===== config.mk =====
export PLATFORM = sky130hd
export DESIGN_NAME = opc_ext_bus_bridge
export DESIGN_NICKNAME = d
export VERILOG_FILES = /design/src/rtl/opc_bus_pkg.sv /design/src/rtl/opc_ext_bus_bridge.sv
export SDC_FILE = /design/constraint.sdc
export NUM_CORES = 1
export LEC_CHECK = 0
export BUFFER_PORTS_ARGS = -buffer_cell sky130_fd_sc_hd__buf_2
export CAP_MARGIN = 30
export CORE_MARGIN = 2
export CORE_UTILIZATION = 52
export DETAILED_ROUTE_END_ITERATION = 6
export HOLD_SLACK_MARGIN = 0.03
export PLACE_DENSITY = 0.84
export SYNTH_ARGS = -nofsm -noshare
export SYNTH_HDL_FRONTEND = slang
export SYNTH_SLANG_ARGS = --single-unit

===== constraint.sdc =====
create_clock -name clk -period 2.6 [get_ports clk]
set_input_delay 0.39 -clock clk [delete_from_list [all_inputs] [get_ports clk]]
set_output_delay 0.39 -clock clk [all_outputs]
set_load 0.02 [all_outputs]

===== src/rtl/opc_bus_pkg.sv =====
// rtl/opc_bus_pkg.sv - shared state, phase codes and constants for the OPC external bus bridge
package opc_bus_pkg;

  typedef enum logic [2:0] {
    ST_IDLE,
    ST_ADDR_LO,
    ST_ADDR_HI,
    ST_DATA,
    ST_DONE
  } bus_state_t;

  localparam logic [1:0] PH_IDLE = 2'b00;
  localparam logic [1:0] PH_ALO  = 2'b01;
  localparam logic [1:0] PH_AHI  = 2'b10;
  localparam logic [1:0] PH_DAT  = 2'b11;

  localparam int         WAIT_MAX_DEFAULT = 15;
  localparam logic [7:0] TIMEOUT_RDATA    = 8'hFF;

endpackage


===== src/rtl/opc_ext_bus_bridge.sv =====
// rtl/opc_ext_bus_bridge.sv - multi-phase external bus responder for the OPC CPU memory bus
module opc_ext_bus_bridge
  import opc_bus_pkg::*;
#(
  parameter int WAIT_MAX = WAIT_MAX_DEFAULT
) (
  input  logic        clk,
  input  logic        rst_n,
  input  logic        cpu_req,
  input  logic [10:0] cpu_addr,
  input  logic        cpu_rnw,
  input  logic [7:0]  cpu_wdata,
  output logic [7:0]  cpu_rdata,
  output logic        cpu_ready,
  output logic        bus_err,
  output logic [7:0]  pin_out,
  input  logic        pin_wait,
  input  logic [7:0]  pin_data_in,
  output logic [7:0]  pin_data_out,
  output logic [7:0]  pin_data_oe
);

  localparam logic [3:0] WAIT_LIMIT = 4'(WAIT_MAX);

  bus_state_t  state_q, state_d;
  logic [10:0] addr_q;
  logic        rnw_q;
  logic [7:0]  wdata_q;
  logic [3:0]  wait_cnt_q;
  logic [7:0]  rdata_q;
  logic        bus_err_q;
  logic        at_limit;
  logic        data_end;
  logic        timeout;

  assign at_limit = (wait_cnt_q == WAIT_LIMIT);
  assign data_end = !pin_wait || at_limit;
  assign timeout  = pin_wait && at_limit;

  always_comb begin
    state_d = state_q;
    case (state_q)
      ST_IDLE:    if (cpu_req) state_d = ST_ADDR_LO;
      ST_ADDR_LO: state_d = ST_ADDR_HI;
      ST_ADDR_HI: state_d = ST_DATA;
      ST_DATA:    if (data_end) state_d = ST_DONE;
      ST_DONE:    state_d = ST_IDLE;
      default:    state_d = ST_IDLE;
    endcase
  end

  always_ff @(posedge clk or negedge rst_n) begin
    if (!rst_n) begin
      state_q    <= ST_IDLE;
      addr_q     <= '0;
      rnw_q      <= 1'b0;
      wdata_q    <= '0;
      wait_cnt_q <= '0;
      rdata_q    <= '0;
      bus_err_q  <= 1'b0;
    end else begin
      state_q <= state_d;
      if (state_q == ST_IDLE && cpu_req) begin
        addr_q  <= cpu_addr;
        rnw_q   <= cpu_rnw;
        wdata_q <= cpu_wdata;
      end
      // counter saturates at the limit because DATA exits before it could increment past it
      if (state_q == ST_ADDR_HI) begin
        wait_cnt_q <= '0;
      end else if (state_q == ST_DATA && !data_end) begin
        wait_cnt_q <= wait_cnt_q + 4'd1;
      end
      if (state_q == ST_DATA && data_end) begin
        if (timeout) begin
          bus_err_q <= 1'b1;
          if (rnw_q) rdata_q <= TIMEOUT_RDATA;
        end else if (rnw_q) begin
          rdata_q <= pin_data_in;
        end
      end
    end
  end

  // pins decode only registered state so CPU input glitches never reach the package
  always_comb begin
    pin_out      = {PH_IDLE, 6'b0};
    pin_data_out = '0;
    pin_data_oe  = '0;
    cpu_ready    = 1'b0;
    case (state_q)
      ST_ADDR_LO: pin_out = {PH_ALO, addr_q[5:0]};
      ST_ADDR_HI: pin_out = {PH_AHI, rnw_q, addr_q[10:6]};
      ST_DATA: begin
        pin_out = {PH_DAT, 6'b0};
        if (!rnw_q) begin
          pin_data_oe  = 8'hFF;
          pin_data_out = wdata_q;
        end
      end
      ST_DONE: begin
        pin_out   = {PH_DAT, 6'b0};
        cpu_ready = 1'b1;
      end
      default: ;
    endcase
  end

  assign cpu_rdata = rdata_q;
  assign bus_err   = bus_err_q;

endmodule

# After elaboration in Yosys (flattened, before gate mapping)
# Index checks and enable logic that the tools add are counted.
dict set report totals {
  regBits 36
  inputBits 32
  out_inout_bits 34
  word_cells 42
}
dict set report op_classes {
  addsub 1
  n_eq_ne 7
  mux 14
  n_reduce_logical 13
}
# operator n
set ops {}
lappend ops {{$mux W8} 7}
lappend ops {{$pmux W8 S3} 1}
lappend ops {{$pmux W3 S4} 1}
lappend ops {{$mux W4} 2}
lappend ops {{$eq A3 B2 Y1 const B} 2}
lappend ops {{$mux W3} 2}
lappend ops {{$reduce_and A2 Y1} 3}
lappend ops {{$add A4 B1 Y4 const B} 1}
lappend ops {{$eq A4 B4 Y1 const B} 1}
lappend ops {{$logic_and A1 B1 Y1} 4}
lappend ops {{$ne A2 B2 Y1 const B} 2}
lappend ops {{$eq A3 B1 Y1 const B} 1}
lappend ops {{$eq A3 B3 Y1 const B} 1}
lappend ops {{$logic_not A3 Y1} 1}
lappend ops {{$logic_not A1 Y1} 2}
lappend ops {{$reduce_bool A2 Y1} 1}
lappend ops {{$reduce_or A2 Y1} 1}
lappend ops {{$logic_or A1 B1 Y1} 1}
lappend ops {{$mux W1} 1}

# Longest topological paths before layout
dict set report depth {
  ltp_word 6
  depth_mapped 5
  depth_no_buf 4
}

# Worst setup path before layout
# OpenSTA, ideal clock, no wires.
dict set report synth_path {
  kind {reg-to-output}
  from {register state_q[2]}
  to {output pin_data_out[0]}
  t_arrival_ps 1617
  setup_slack_ps 593
  stages_incl_launch_ff 4
  path_buffers 0
  cell_sequence {dfrtp_1 nand3b_4 nor2_1 and2_1}
}
dict set report synth_between {
  elab_chain_cells 2
}
# element line
set synth_rtl {}
lappend synth_rtl {{start: declaration} opc_ext_bus_bridge.sv:25} ;# bus_state_t state_q, state_d;
lappend synth_rtl {{start signal: assignment} opc_ext_bus_bridge.sv:62} ;# state_q <= state_d;
lappend synth_rtl {{$eq A3 B2 Y1} opc_ext_bus_bridge.sv:91} ;# case (state_q)
lappend synth_rtl {{$mux W8} opc_ext_bus_bridge.sv:91}
lappend synth_rtl {{end: declaration} opc_ext_bus_bridge.sv:19} ;# output logic [7:0] pin_data_out,
# Every way passes these cells.

# Final worst setup path
dict set report layout_path {
  from {register state_q[0]}
  to {output pin_out[5]}
}
dict set report layout_between {
  elab_chain_cells 3
}
# element line
set layout_rtl {}
lappend layout_rtl {{$eq A3 B2 Y1 or $eq A3 B3 Y1 (tied branches)} opc_ext_bus_bridge.sv:91}
lappend layout_rtl {{$reduce_or A2 Y1 (no line)} -}
lappend layout_rtl {{$pmux W8 S3 (*)} opc_ext_bus_bridge.sv:91}
lappend layout_rtl {{end: declaration} opc_ext_bus_bridge.sv:16} ;# output logic [7:0] pin_out,
# Mark *: on every way between the ends. The rest lies on a longest branch, timed or not.

==> flow_summary.toml <==
[outcome]
run_status = "finished, final reports clean"

[sta]
period_needed_ns = 2.28
achievable_clock_frequency_ghz = 0.438
finClkSkew_ns = 0.00803
timing.final.crit_share_pct = 87.7
hold_viol = 0
grt_setup_unrepaired = "false"
fin_setup_tns_ns = 0
finalMaxSlewViolations = 0
setup_viol = 0
worst_slew_margin_rel_pct = 47.9
worst_slew_pin_tran_ns = 0.781

[placement]
placement.io_buffers = 65
place.gp.congestion = 0.849
dpl.hpwl_um = 2720

[power]
p_per_area_nw_per_um2 = 1210
p_sw_mw = 1.07
cell_internal_power_dissipation_mw = 1.42
power.share.combinational_pct = 48.4
power.sequential.fraction_pct = 40.6
swShare_pct = 43.0
share_clk_of_total_power_pct = 11.0
max-vdd-ir-drop_mv = 0.580
leakage_nw = 1.01

[routing]
via_per_inst = 5.37
antenna_violating_nets_post_route = 0
remaining_drc_errors = 0
drt_first_iter_violations = 49
route.vias.total = 1338
finalWirelength_um = 3550
post_drt_wl_per_cell_um = 14.3
dr.pass1.iters = 4

[setup_path]
timing_worst_setup_path_type = "reg -> out"
critical_path_peak_fanout = 13
cp_data_arrival_time_ns = 1.89
critPathLaunchType = "flop"
critical_path.endpoint = "pin_out[5]"
rr_endpoint = "cpu_rdata[5]"
timing.rr.start = "wait_cnt_q[0]"
setup.worst_path.start = "state_q[0]"
r2r_setup_slk_ns = 0.89
worst_setup_path_end_kind = "primary output"
worst-r2r-cell-count = 4
required_ns = 2.21

[synthesis]
number_of_synthesized_register_bits = 36
synth-seq-area-share_pct = 52.8
synth_cells = 145
yosysWarningCount = 0
synth_fp_nets = 178
netlist-cell-type-count = 31
syn_avg_cell_area_sq_um = 11.8
syn_std_cell_area_sq_um = 1710

[floorplan]
core_area_sq_um = 3080
floorplan.io_pins = 66
core.rowCount = 20
dieArea_sq_um = 3750
die_height_um = 61.3
die_width_um = 61.3
initial_core_util_pct = 55.4

[global_routing]
grt_pass1_vias = 1330
use_met1_pct = 23.9
number_of_antenna_violations_at_the_first_check_in_global_routing = 0
first_pass_grt_wire_length_um = 5680
grt-busiest-layer = "met2"
total_gr_overflow = 0
grt_util_met3_pct = 5.04
grt_usage_pct = 21.0
globalRouteMet2Util_pct = 37.1
grt_start_max_net_pins = 37

[cts]
number_of_levels_the_h_tree_was_split_into = 2
cts-buffers-inserted = 5
cts_tree = "yes"
ctsHoldBuffers = 0
clock_path_buffers = 2
post-cts-setup-buffers = 0
clockRootBuffer = "sky130_fd_sc_hd__clkbuf_4"
clk-insertion-delay-late_ns = 0.34
tritoncts_num_sinks = 36
cts.clk_slew.worst_paths_ns = 0.10

[cells_and_area]
layout_common_cells = "65 x sky130_fd_sc_hd__buf_2, 36 x sky130_fd_sc_hd__dfrtp_1, 18 x sky130_fd_sc_hd__mux2_2"
areaGrowthSynthToFinish_pct = 20.7
most_frequent_standard_cell_in_the_layout_excluding_fill_and_tap_cells = "sky130_fd_sc_hd__buf_2"
design.final.nets = 238
antenna_cells_inserted = 0
final_core_utilization_pct = 66.9
post_route_cells_drive_above_1_share_pct = 46.3

[worst_hold_path]
hp-class = "in -> async"

[flow_run]
maxCapViolCount = 0
[worst max-delay path, cell delays in order (launching register included)]
cell and delay, ns:
sky130_fd_sc_hd__dfrtp_1 0.65, sky130_fd_sc_hd__nor2b_1 0.45, sky130_fd_sc_hd__a22oi_1 0.16, sky130_fd_sc_hd__nor2_1 0.12, sky130_fd_sc_hd__buf_2 0.17
[worst min path at each step]
stage / from / to / slack, ns / cells past startpoint
6_report: rst_n / state_q[1] / 0.12 / 1
5_1_grt: rst_n / wait_cnt_q[2] / 0.18 / 1
3_5_place_dp: cpu_rdata[1] / cpu_rdata[1] / 0.48 / 1
2_1_floorplan: rst_n / addr_q[0] / 0.09 / 0
4_1_cts: rst_n / rnw_q / 0.15 / 1
3_3_place_gp: cpu_rdata[6] / cpu_rdata[6] / 0.47 / 1
[area by class of cell]
type / instances / area (sq um)
Fill cell: 248 / 1020
Sequential cell: 36 / 901
Multi-Input combinational cell: 92 / 704
Timing Repair Buffer: 67 / 340
Tap cell: 44 / 55.1
Clock buffer: 6 / 41.3
Inverter: 3 / 11.3
Clock inverter: 1 / 5.00
[state kept, by name, summed over array words and instances (netlist names)]
| register | cells |
|---|---|
| bus_err | 1 |
| addr_q | 11 |
| state_q | 3 |
| wait_cnt_q | 4 |
| rnw_q | 1 |
| cpu_rdata | 8 |
| wdata_q | 8 |
[synthesized netlist by cell type, drive strengths merged]
| cell type | instances | area [sq um] |
|---|---|---|
| a211oi | 1 | 20.0 |
| a21oi | 4 | 20.0 |
| a221o | 1 | 10.0 |
| a22oi | 6 | 45.0 |
| a2bb2oi | 1 | 8.76 |
| a31oi | 1 | 6.26 |
| and2 | 9 | 56.3 |
| and3 | 1 | 6.26 |
| buf | 11 | 80.1 |
| clkbuf | 3 | 11.3 |
| dfrtp | 36 | 901 |
| ha | 1 | 12.5 |
| inv | 3 | 11.3 |
| mux2 | 19 | 214 |
| nand2 | 7 | 26.3 |
| nand2b | 2 | 12.5 |
| nand3 | 2 | 10.0 |
| nand3b | 1 | 20.0 |
| nand4 | 3 | 18.8 |
| nand4b | 1 | 8.76 |
| nor2 | 11 | 41.3 |
| nor2b | 4 | 25.0 |
| nor3 | 1 | 5.00 |
| nor4b | 1 | 23.8 |
| o211ai | 1 | 7.51 |
| o21ai | 4 | 20.0 |
| o21bai | 1 | 7.51 |
| o22a | 8 | 70.1 |
| or3 | 1 | 6.26 |
[metrics by stage]
stage / hold slack, ns / power [mW] / instances / worst slack (ns) / instance area, sq um
6_report: 0.120 / 2.49 / 249 / 0.319 / 2060
5_1_grt: 0.183 / 2.68 / 249 / 0.135 / 2060
4_1_cts: 0.151 / 2.51 / 249 / 0.111 / 2060
3_5_place_dp: 0.476 / 2.24 / 242 / 0.490 / 2010
3_3_place_gp: 0.468 / 2.18 / 242 / 0.608 / 2010
2_1_floorplan: 0.0944 / 1.93 / 145 / 0.593 / 1710
[repair_timing]
| action | 4_1_cts | 5_1_grt |
|---|---|---|
| resized for setup | 0 | 1 |
| endpoints found under the hold margin | 0 | 0 |
| endpoints found under the setup margin | 0 | 8 |
[kinds of logic after synthesis]
family | Yosys count | share of synthesized area [%]
and+or+nand+nor | 44 | 15.3
adders and majority gates | 1 | 0.734
muxes | 19 | 12.5
AOI/OAI and AO/OA | 28 | 12.6
DFF | 36 | 52.8
buffers and inverters | 17 | 6.02
[metal layers]
layer,vias to the layer above,wire length (um)
li1,627,-
met1,643,1430
met2,58,1830
met3,10,223
met4,0,72
met5,-,0
[power groups by stage]
| stage | clock network [mW] | logic (mW) | registers [mW] |
|---|---|---|---|
| after floorplan | 0 | 0.925 | 1.00 |
| after global routing | 0.301 | 1.33 | 1.05 |
| final | 0.273 | 1.21 | 1.01 |
| after CTS | 0.275 | 1.22 | 1.01 |
| after global placement | 0 | 1.18 | 0.997 |
| after detailed placement | 0 | 1.22 | 1.02 |
Power figures use the tool's default switching activity.
